==> src/rtl/rv32i_types.sv <==
// Shared RV32I memory-access types: funct3 encodings, access FSM states and
// request legality helpers used by the memory access unit.
package rv32i_types;

    typedef enum logic [2:0] {
        LD_LB  = 3'b000,
        LD_LH  = 3'b001,
        LD_LW  = 3'b010,
        LD_LBU = 3'b100,
        LD_LHU = 3'b101
    } load_funct3_t;

    typedef enum logic [2:0] {
        ST_SB = 3'b000,
        ST_SH = 3'b001,
        ST_SW = 3'b010
    } store_funct3_t;

    typedef enum logic [1:0] {
        S_IDLE   = 2'd0,
        S_ACCESS = 2'd1,
        S_DONE   = 2'd2
    } mau_state_t;

    function automatic logic funct3_legal(input logic [2:0] f3, input logic is_store);
        logic ok;
        ok = 1'b0;
        if (is_store) begin
            case (f3)
                ST_SB, ST_SH, ST_SW: ok = 1'b1;
                default:             ok = 1'b0;
            endcase
        end else begin
            case (f3)
                LD_LB, LD_LH, LD_LW, LD_LBU, LD_LHU: ok = 1'b1;
                default:                             ok = 1'b0;
            endcase
        end
        return ok;
    endfunction

    // Halfword codes need addr[0]=0, word codes need addr[1:0]=0.
    function automatic logic addr_misaligned(input logic [2:0] f3, input logic [1:0] addr_lo);
        logic bad;
        bad = 1'b0;
        case (f3)
            3'b001, 3'b101: bad = addr_lo[0];
            3'b010:         bad = (addr_lo != 2'b00);
            default:        bad = 1'b0;
        endcase
        return bad;
    endfunction

endpackage

==> src/rtl/mem_align.sv <==
// Combinational lane logic: store byte enables / lane-replicated write data
// and load byte/halfword extraction with sign or zero extension.
module mem_align
    import rv32i_types::*;
(
    input  logic        i_is_store,
    input  logic [2:0]  i_funct3,
    input  logic [1:0]  i_addr_lo,
    input  logic [31:0] i_store_data,
    input  logic [31:0] i_rdata,
    output logic [3:0]  o_byte_enable,
    output logic [31:0] o_wdata,
    output logic [31:0] o_load_data
);

    logic [7:0]  w_byte;
    logic [15:0] w_half;

    always_comb begin
        o_byte_enable = 4'b1111;
        o_wdata       = '0;
        if (i_is_store) begin
            case (i_funct3)
                ST_SB: begin
                    o_byte_enable = 4'b0001 << i_addr_lo;
                    o_wdata       = {4{i_store_data[7:0]}};
                end
                ST_SH: begin
                    o_byte_enable = 4'b0011 << i_addr_lo;
                    o_wdata       = {2{i_store_data[15:0]}};
                end
                default: begin
                    o_byte_enable = 4'b1111;
                    o_wdata       = i_store_data;
                end
            endcase
        end
    end

    always_comb begin
        w_byte = i_rdata[7:0];
        case (i_addr_lo)
            2'd0:    w_byte = i_rdata[7:0];
            2'd1:    w_byte = i_rdata[15:8];
            2'd2:    w_byte = i_rdata[23:16];
            default: w_byte = i_rdata[31:24];
        endcase
    end

    assign w_half = i_addr_lo[1] ? i_rdata[31:16] : i_rdata[15:0];

    always_comb begin
        o_load_data = i_rdata;
        case (i_funct3)
            LD_LB:   o_load_data = {{24{w_byte[7]}}, w_byte};
            LD_LH:   o_load_data = {{16{w_half[15]}}, w_half};
            LD_LBU:  o_load_data = {24'h000000, w_byte};
            LD_LHU:  o_load_data = {16'h0000, w_half};
            default: o_load_data = i_rdata;
        endcase
    end

endmodule

==> src/rtl/mem_access_unit.sv <==
// MEM-stage data-memory access sequencer: validates a load/store, runs one bus
// access with a watchdog, and returns the extended load result.
//   state  | meaning
//   IDLE   | waiting for a legal request; illegal/misaligned ones pulse fault
//   ACCESS | strobe held from latched request until dmem_resp or watchdog expiry
//   DONE   | one-cycle completion (done, optional timeout), pipeline released
module mem_access_unit
    import rv32i_types::*;
#(
    parameter int unsigned TIMEOUT_CYCLES = 64
) (
    input  logic        clk,
    input  logic        reset,
    input  logic        mem_req_valid,
    input  logic        mem_read,
    input  logic        mem_write,
    input  logic [2:0]  funct3,
    input  logic [31:0] MEM_alu_out,
    input  logic [31:0] MEM_rs2_out,
    output logic        dmem_read,
    output logic        dmem_write,
    output logic [31:0] dmem_address,
    output logic [31:0] dmem_wdata,
    output logic [3:0]  dmem_byte_enable,
    input  logic [31:0] dmem_rdata,
    input  logic        dmem_resp,
    output logic [31:0] load_data,
    output logic        done,
    output logic        stall,
    output logic        fault,
    output logic        timeout
);

    localparam logic [7:0] TC_LAST = 8'(TIMEOUT_CYCLES - 1);

    mau_state_t  r_state;
    mau_state_t  w_state_nxt;
    logic [31:0] r_addr;
    logic [31:0] r_store_data;
    logic [31:0] r_load_data;
    logic [2:0]  r_funct3;
    logic        r_is_store;
    logic        r_timeout;
    logic [7:0]  r_count;

    logic        w_req;
    logic        w_bad;
    logic        w_accept;
    logic        w_tc;
    logic [3:0]  w_be;
    logic [31:0] w_wdata;
    logic [31:0] w_ld;

    assign w_req    = mem_req_valid && (mem_read ^ mem_write);
    assign w_bad    = !funct3_legal(funct3, mem_write) || addr_misaligned(funct3, MEM_alu_out[1:0]);
    assign w_accept = (r_state == S_IDLE) && w_req && !w_bad;
    assign w_tc     = (r_count == TC_LAST);

    mem_align u_align (
        .i_is_store    (r_is_store),
        .i_funct3      (r_funct3),
        .i_addr_lo     (r_addr[1:0]),
        .i_store_data  (r_store_data),
        .i_rdata       (dmem_rdata),
        .o_byte_enable (w_be),
        .o_wdata       (w_wdata),
        .o_load_data   (w_ld)
    );

    always_ff @(posedge clk) begin
        if (reset) r_state <= S_IDLE;
        else       r_state <= w_state_nxt;
    end

    always_comb begin
        w_state_nxt      = r_state;
        dmem_read        = 1'b0;
        dmem_write       = 1'b0;
        dmem_address     = '0;
        dmem_wdata       = '0;
        dmem_byte_enable = '0;
        done             = 1'b0;
        stall            = 1'b0;
        fault            = 1'b0;
        timeout          = 1'b0;
        case (r_state)
            S_IDLE: begin
                fault = w_req && w_bad;
                stall = w_accept;
                if (w_accept) w_state_nxt = S_ACCESS;
            end
            S_ACCESS: begin
                dmem_read        = !r_is_store;
                dmem_write       = r_is_store;
                dmem_address     = {r_addr[31:2], 2'b00};
                dmem_wdata       = w_wdata;
                dmem_byte_enable = w_be;
                stall            = 1'b1;
                if (dmem_resp || w_tc) w_state_nxt = S_DONE;
            end
            S_DONE: begin
                done        = 1'b1;
                timeout     = r_timeout;
                w_state_nxt = S_IDLE;
            end
            default: w_state_nxt = S_IDLE;
        endcase
    end

    always_ff @(posedge clk) begin
        if (reset) begin
            r_addr       <= '0;
            r_store_data <= '0;
            r_load_data  <= '0;
            r_funct3     <= '0;
            r_is_store   <= 1'b0;
            r_timeout    <= 1'b0;
            r_count      <= '0;
        end else begin
            case (r_state)
                S_IDLE: begin
                    if (w_accept) begin
                        r_addr       <= MEM_alu_out;
                        r_store_data <= MEM_rs2_out;
                        r_funct3     <= funct3;
                        r_is_store   <= mem_write;
                        r_count      <= '0;
                        r_timeout    <= 1'b0;
                    end
                end
                S_ACCESS: begin
                    // A response in the terminal-count cycle still completes normally.
                    if (dmem_resp) begin
                        if (!r_is_store) r_load_data <= w_ld;
                    end else if (w_tc) begin
                        r_load_data <= '0;
                        r_timeout   <= 1'b1;
                    end else begin
                        r_count <= r_count + 8'd1;
                    end
                end
                S_DONE:  r_timeout <= 1'b0;
                default: ;
            endcase
        end
    end

    assign load_data = r_load_data;

endmodule

==> config.mk <==
export PLATFORM = sky130hd
export DESIGN_NAME = mem_access_unit
export DESIGN_NICKNAME = d
export VERILOG_FILES = /design/src/rtl/rv32i_types.sv /design/src/rtl/mem_align.sv /design/src/rtl/mem_access_unit.sv
export SDC_FILE = /design/constraint.sdc
export NUM_CORES = 1
export LEC_CHECK = 0
export ABC_AREA = 1
export BUFFER_PORTS_ARGS = -buffer_cell sky130_fd_sc_hd__buf_2
export CAP_MARGIN = 40
export CORE_MARGIN = 2
export CORE_UTILIZATION = 35
export CTS_CLUSTER_DIAMETER = 30
export DETAILED_ROUTE_END_ITERATION = 7
export GPL_TIMING_DRIVEN = 0
export MAX_ROUTING_LAYER = met4
export PLACE_DENSITY_LB_ADDON = 0.25
export SYNTH_ARGS = -nofsm -noshare
export SYNTH_HDL_FRONTEND = slang
export SYNTH_SLANG_ARGS = --single-unit
==> constraint.sdc <==
create_clock -name clk -period 4.98 [get_ports clk]
set_input_delay 1.245 -clock clk [delete_from_list [all_inputs] [get_ports clk]]
set_output_delay 1.245 -clock clk [all_outputs]
set_load 0.02 [all_outputs]
==> report_table.html <==
<table>
<tr><th>Metric</th><th>Value</th></tr>
<tr><th colspan="2">CTS</th></tr>
<tr><td>Number of buffers inserted during clock tree synthesis</td><td>9</td></tr>
<tr><td>Clock sinks</td><td>111</td></tr>
<tr><td>Number of buffers inserted by hold repair at cts</td><td>0</td></tr>
<tr><td>Clk Tree Root Cell</td><td>sky130_fd_sc_hd__clkbuf_16</td></tr>
<tr><td>Clock-pin transition on the worst setup and hold timing paths</td><td>0.08 ns</td></tr>
<tr><td>Clock tree from TritonCTS</td><td>yes</td></tr>
<tr><td>Clock Path Buffers</td><td>2</td></tr>
<tr><td>Deepest level of the CTS H-tree</td><td>3</td></tr>
<tr><td>Buffers inserted during post-CTS setup optimization</td><td>0</td></tr>
<tr><td># resized after CTS</td><td>0</td></tr>
<tr><td>Insertion delay of the later-clocked pin in the worst-skew pair</td><td>0.37 ns</td></tr>
<tr><th colspan="2">Worst setup path</th></tr>
<tr><td>Critical path launch point</td><td>funct3[2]</td></tr>
<tr><td>Worst EP arrival</td><td>2.49 ns</td></tr>
<tr><td>Kind of start point of the critical path</td><td>primary input</td></tr>
<tr><td>Data required time at the worst endpoint</td><td>3.73 ns</td></tr>
<tr><td>Crit Reg-Reg Startpoint</td><td>r_count[0]</td></tr>
<tr><td>Worst setup path category</td><td>primary input to output port</td></tr>
<tr><td>Worst setup EP type</td><td>output port</td></tr>
<tr><td>Worst Reg-to-Reg Cells</td><td>9</td></tr>
<tr><td>Largest fanout on the critical path</td><td>10</td></tr>
<tr><th colspan="2">STA</th></tr>
<tr><td>Part of the cycle the worst path needs</td><td>0.750</td></tr>
<tr><td>Aggregate negative setup slack</td><td>0 ns</td></tr>
<tr><td>Final hold violation count</td><td>0</td></tr>
<tr><td>Relative slew slack</td><td>0.534</td></tr>
<tr><td>Crit path time final</td><td>3.74 ns</td></tr>
<tr><td>RSZ-0062 raised after global routing</td><td>no</td></tr>
<tr><td>Hold WS</td><td>0.455 ns</td></tr>
<tr><td>Worst-case setup margin in the final layout</td><td>1.24 ns</td></tr>
<tr><td>Final setup skew</td><td>0.00658 ns</td></tr>
<tr><td>Number of setup violations in the final report</td><td>0</td></tr>
<tr><td>Number of max-slew violations in the final report</td><td>0</td></tr>
<tr><td>Max Clk Rate</td><td>268 MHz</td></tr>
<tr><td>Transition time at the pin with the least slew margin</td><td>0.699 ns</td></tr>
<tr><th colspan="2">Synth</th></tr>
<tr><td>Count of unique library cells instantiated by Yosys</td><td>37</td></tr>
<tr><td>Number of synthesized flops with an enable pin</td><td>0</td></tr>
<tr><td>Number of synthesis warnings</td><td>0</td></tr>
<tr><td>Cell taking the most area after synthesis</td><td>sky130_fd_sc_hd__dfxtp_1</td></tr>
<tr><td>Synth Area per Inst</td><td>6.87 um2</td></tr>
<tr><td>Yosys top cell area share</td><td>0.403</td></tr>
<tr><td>Synthesis-stage register bit count</td><td>111</td></tr>
<tr><td>Share of async-settable or async-resettable flops after synthesis</td><td>0</td></tr>
<tr><td>Post-synthesis cell count</td><td>803</td></tr>
<tr><td>Share of synthesized area occupied by flip-flops and latches</td><td>0.403</td></tr>
<tr><td>Summed instance area of the synthesized netlist</td><td>5520 um2</td></tr>
<tr><td>Most frequently used flop master after synthesis</td><td>sky130_fd_sc_hd__dfxtp_1</td></tr>
<tr><td>Main area contributors after synthesis</td><td>sky130_fd_sc_hd__dfxtp_1 40%, sky130_fd_sc_hd__nor2_1 11%, sky130_fd_sc_hd__o21ai_0 7.7%, sky130_fd_sc_hd__a21oi_1 7.3%, sky130_fd_sc_hd__nand2_1 7.3%</td></tr>
<tr><th colspan="2">GRT</th></tr>
<tr><td>Global-route wire length before repair</td><td>28.0 mm</td></tr>
<tr><td>Pin count of the biggest net entering global routing</td><td>21</td></tr>
<tr><td>Total track usage</td><td>0.222</td></tr>
<tr><td>Number of antenna violations at the first check in global routing</td><td>0</td></tr>
<tr><td>Gr ovfl total</td><td>0</td></tr>
<tr><td>Number of global-route vias before repair</td><td>5398</td></tr>
<tr><th colspan="2">Final layout</th></tr>
<tr><td>Fill cell count</td><td>1671</td></tr>
<tr><td>Ant diodes</td><td>0</td></tr>
<tr><td>Finished Layout Cells</td><td>1239</td></tr>
<tr><td>Total area of sequential cells</td><td>2220 um2</td></tr>
<tr><td>Total area of multi-input combinational cells</td><td>2710 um2</td></tr>
<tr><td>Area delta synth-&gt;final</td><td>29.0%</td></tr>
<tr><td>Utilization of the core after routing</td><td>0.465</td></tr>
<tr><td>Post-layout instance area</td><td>7120 um2</td></tr>
<tr><td>Layout Nets</td><td>1129</td></tr>
<tr><td>Fraction of layout instances using a drive strength above 1</td><td>0.296</td></tr>
<tr><th colspan="2">Placed design</th></tr>
<tr><td>Post-Place Worst Slack</td><td>1.30 ns</td></tr>
<tr><td>Cell count after placement</td><td>1223</td></tr>
<tr><td>Final estimated routing congestion in global placement</td><td>0.904</td></tr>
<tr><td>Estimated wirelength of the detail-placed design</td><td>14.1 mm</td></tr>
<tr><td># port buffers</td><td>208</td></tr>
<tr><td>Area post-placement</td><td>6830 um2</td></tr>
<tr><th colspan="2">Flow run</th></tr>
<tr><td>Number of max-cap violations</td><td>0</td></tr>
<tr><th colspan="2">Floorplan</th></tr>
<tr><td>Total die area</td><td>16800 um2</td></tr>
<tr><td>Number of rows created at floorplan</td><td>45</td></tr>
<tr><td>Starting density of the core</td><td>0.360</td></tr>
<tr><td>DIE WIDTH</td><td>130 um</td></tr>
<tr><td>I/O pin total</td><td>211</td></tr>
<tr><td>Vert. Die Dim</td><td>130 um</td></tr>
<tr><td>Core area</td><td>15300 um2</td></tr>
<tr><th colspan="2">Routing</th></tr>
<tr><td>Final wirelength</td><td>18.0 mm</td></tr>
<tr><td>WL/cell</td><td>14.6 um</td></tr>
<tr><td>DRC</td><td>0</td></tr>
<tr><td>Detailed Route Iter0 Violations</td><td>423</td></tr>
<tr><td>Number of search-and-repair iterations in the first detailed-routing pass</td><td>5</td></tr>
<tr><td>Post-detailed-route count of antenna-violating nets</td><td>0</td></tr>
<tr><td>Via-per-instance ratio</td><td>4.80</td></tr>
<tr><td>Detailed-route via count</td><td>5943</td></tr>
<tr><th colspan="2">Power</th></tr>
<tr><td>Overall power</td><td>1.99 mW</td></tr>
<tr><td>Power density normalized to cell area</td><td>279 nW/um2</td></tr>
<tr><td>Leak pwr</td><td>3.22 nW</td></tr>
<tr><td>Maximum ir drop on the vdd rail</td><td>0.178 mV</td></tr>
<tr><th colspan="2">Run status</th></tr>
<tr><td>Run status</td><td>finished, final reports clean</td></tr>
<tr><th colspan="2">Worst hold path</th></tr>
<tr><td>Worst Hold Class</td><td>register to register</td></tr>
<tr><td>Worst Hold Launch</td><td>r_addr[14]</td></tr>
<tr><td>WHS Path Cells</td><td>2</td></tr>
</table>
## cell usage in the layout (no fill, tap or decap), types with 4 or more instances in the layout
cell,netlist,routed
sky130_fd_sc_hd__buf_2,20,228
sky130_fd_sc_hd__nor2_1,163,163
sky130_fd_sc_hd__dfxtp_1,111,111
sky130_fd_sc_hd__nand2_1,108,108
sky130_fd_sc_hd__o21ai_0,85,85
sky130_fd_sc_hd__a21oi_1,81,81
sky130_fd_sc_hd__inv_1,70,70
sky130_fd_sc_hd__nand3_1,46,46
sky130_fd_sc_hd__clkbuf_1,20,20
sky130_fd_sc_hd__o211ai_1,12,12
sky130_fd_sc_hd__nand3_2,10,10
sky130_fd_sc_hd__a21oi_2,10,10
sky130_fd_sc_hd__or2_2,9,9
sky130_fd_sc_hd__clkbuf_16,0,9
sky130_fd_sc_hd__inv_2,8,8
sky130_fd_sc_hd__buf_4,7,7
sky130_fd_sc_hd__a211oi_1,7,7
sky130_fd_sc_hd__nor3_1,5,5
sky130_fd_sc_hd__nor2_4,4,4
## cell type report
type	count	area share
plain buffers	53	0.0409
clock buffers	9	0.0316
clock inverters	7	0.00931
inverters	79	0.0417
multi-input cells	561	0.381
flip-flops and latches	111	0.312
well taps	211	0.0371
repair buffers	208	0.146
## state kept, by name, summed over array words and instances, names as in the netlist
register,cells
r_state,2
r_count,8
load_data,32
r_store_data,32
r_is_store,1
r_timeout,1
r_funct3,3
r_addr,32
## synth_stat cells (2+ instances only)
| cell | n |
|---|---|
| sky130_fd_sc_hd__clkbuf_1 | 20 |
| sky130_fd_sc_hd__nor2_1 | 163 |
| sky130_fd_sc_hd__a211oi_1 | 7 |
| sky130_fd_sc_hd__nand3_4 | 2 |
| sky130_fd_sc_hd__o21ai_0 | 85 |
| sky130_fd_sc_hd__buf_1 | 2 |
| sky130_fd_sc_hd__buf_2 | 20 |
| sky130_fd_sc_hd__buf_4 | 7 |
| sky130_fd_sc_hd__inv_2 | 8 |
| sky130_fd_sc_hd__or2_2 | 9 |
| sky130_fd_sc_hd__xor2_1 | 3 |
| sky130_fd_sc_hd__a21oi_2 | 10 |
| sky130_fd_sc_hd__nand2_2 | 3 |
| sky130_fd_sc_hd__nand3_1 | 46 |
| sky130_fd_sc_hd__nand3_2 | 10 |
| sky130_fd_sc_hd__nand2_1 | 108 |
| sky130_fd_sc_hd__and3_1 | 2 |
| sky130_fd_sc_hd__dfxtp_1 | 111 |
| sky130_fd_sc_hd__a21oi_1 | 81 |
| sky130_fd_sc_hd__nor2_4 | 4 |
| sky130_fd_sc_hd__nor3_1 | 5 |
| sky130_fd_sc_hd__o211ai_1 | 12 |
| sky130_fd_sc_hd__inv_1 | 70 |
| sky130_fd_sc_hd__buf_6 | 2 |
## critical path, stage by stage
cell and delay [ns]:
sky130_fd_sc_hd__buf_2 0.12, sky130_fd_sc_hd__nor3_1 0.19, sky130_fd_sc_hd__nand2_1 0.07, sky130_fd_sc_hd__nand2_1 0.17
sky130_fd_sc_hd__nand2_1 0.20, sky130_fd_sc_hd__buf_4 0.23, sky130_fd_sc_hd__nand2_1 0.08, sky130_fd_sc_hd__buf_2 0.17
## path summary, 6_finish.rpt
check	end	slack (ns)
hold reg to reg	r_addr[14]	0.45
hold / removal	r_addr[14]	0.45
setup / recovery	stall	1.24
setup reg to reg	load_data[5]	3.17
## per-layer routing
metal / global-route usage / wire (um)
met1: 0.299 / 8470
met2: 0.334 / 7990
met3: 0.0454 / 1220
met4: 0.0702 / 366
met5: - / 0
## logic make-up after synthesis
logic type | after synthesis | synth area share
AO/OA/AOI/OAI | 199 | 0.198
XOR/XNOR | 3 | 0.00476
adder cells (fa/ha/maj) | 1 | 0.00227
buffers and inverters | 132 | 0.107
flip-flops | 111 | 0.403
other | 1 | 0.000679
AND/OR/NAND/NOR | 356 | 0.285
## report_power, final
group	internal [mW]	leakage [nW]	total [mW]	switching, mW
clock network	0.351	0.141	0.723	0.372
registers	0.922	0.901	0.938	0.0164
logic	0.116	2.18	0.326	0.210
Note: power is estimated with default switching activity, not from simulation.
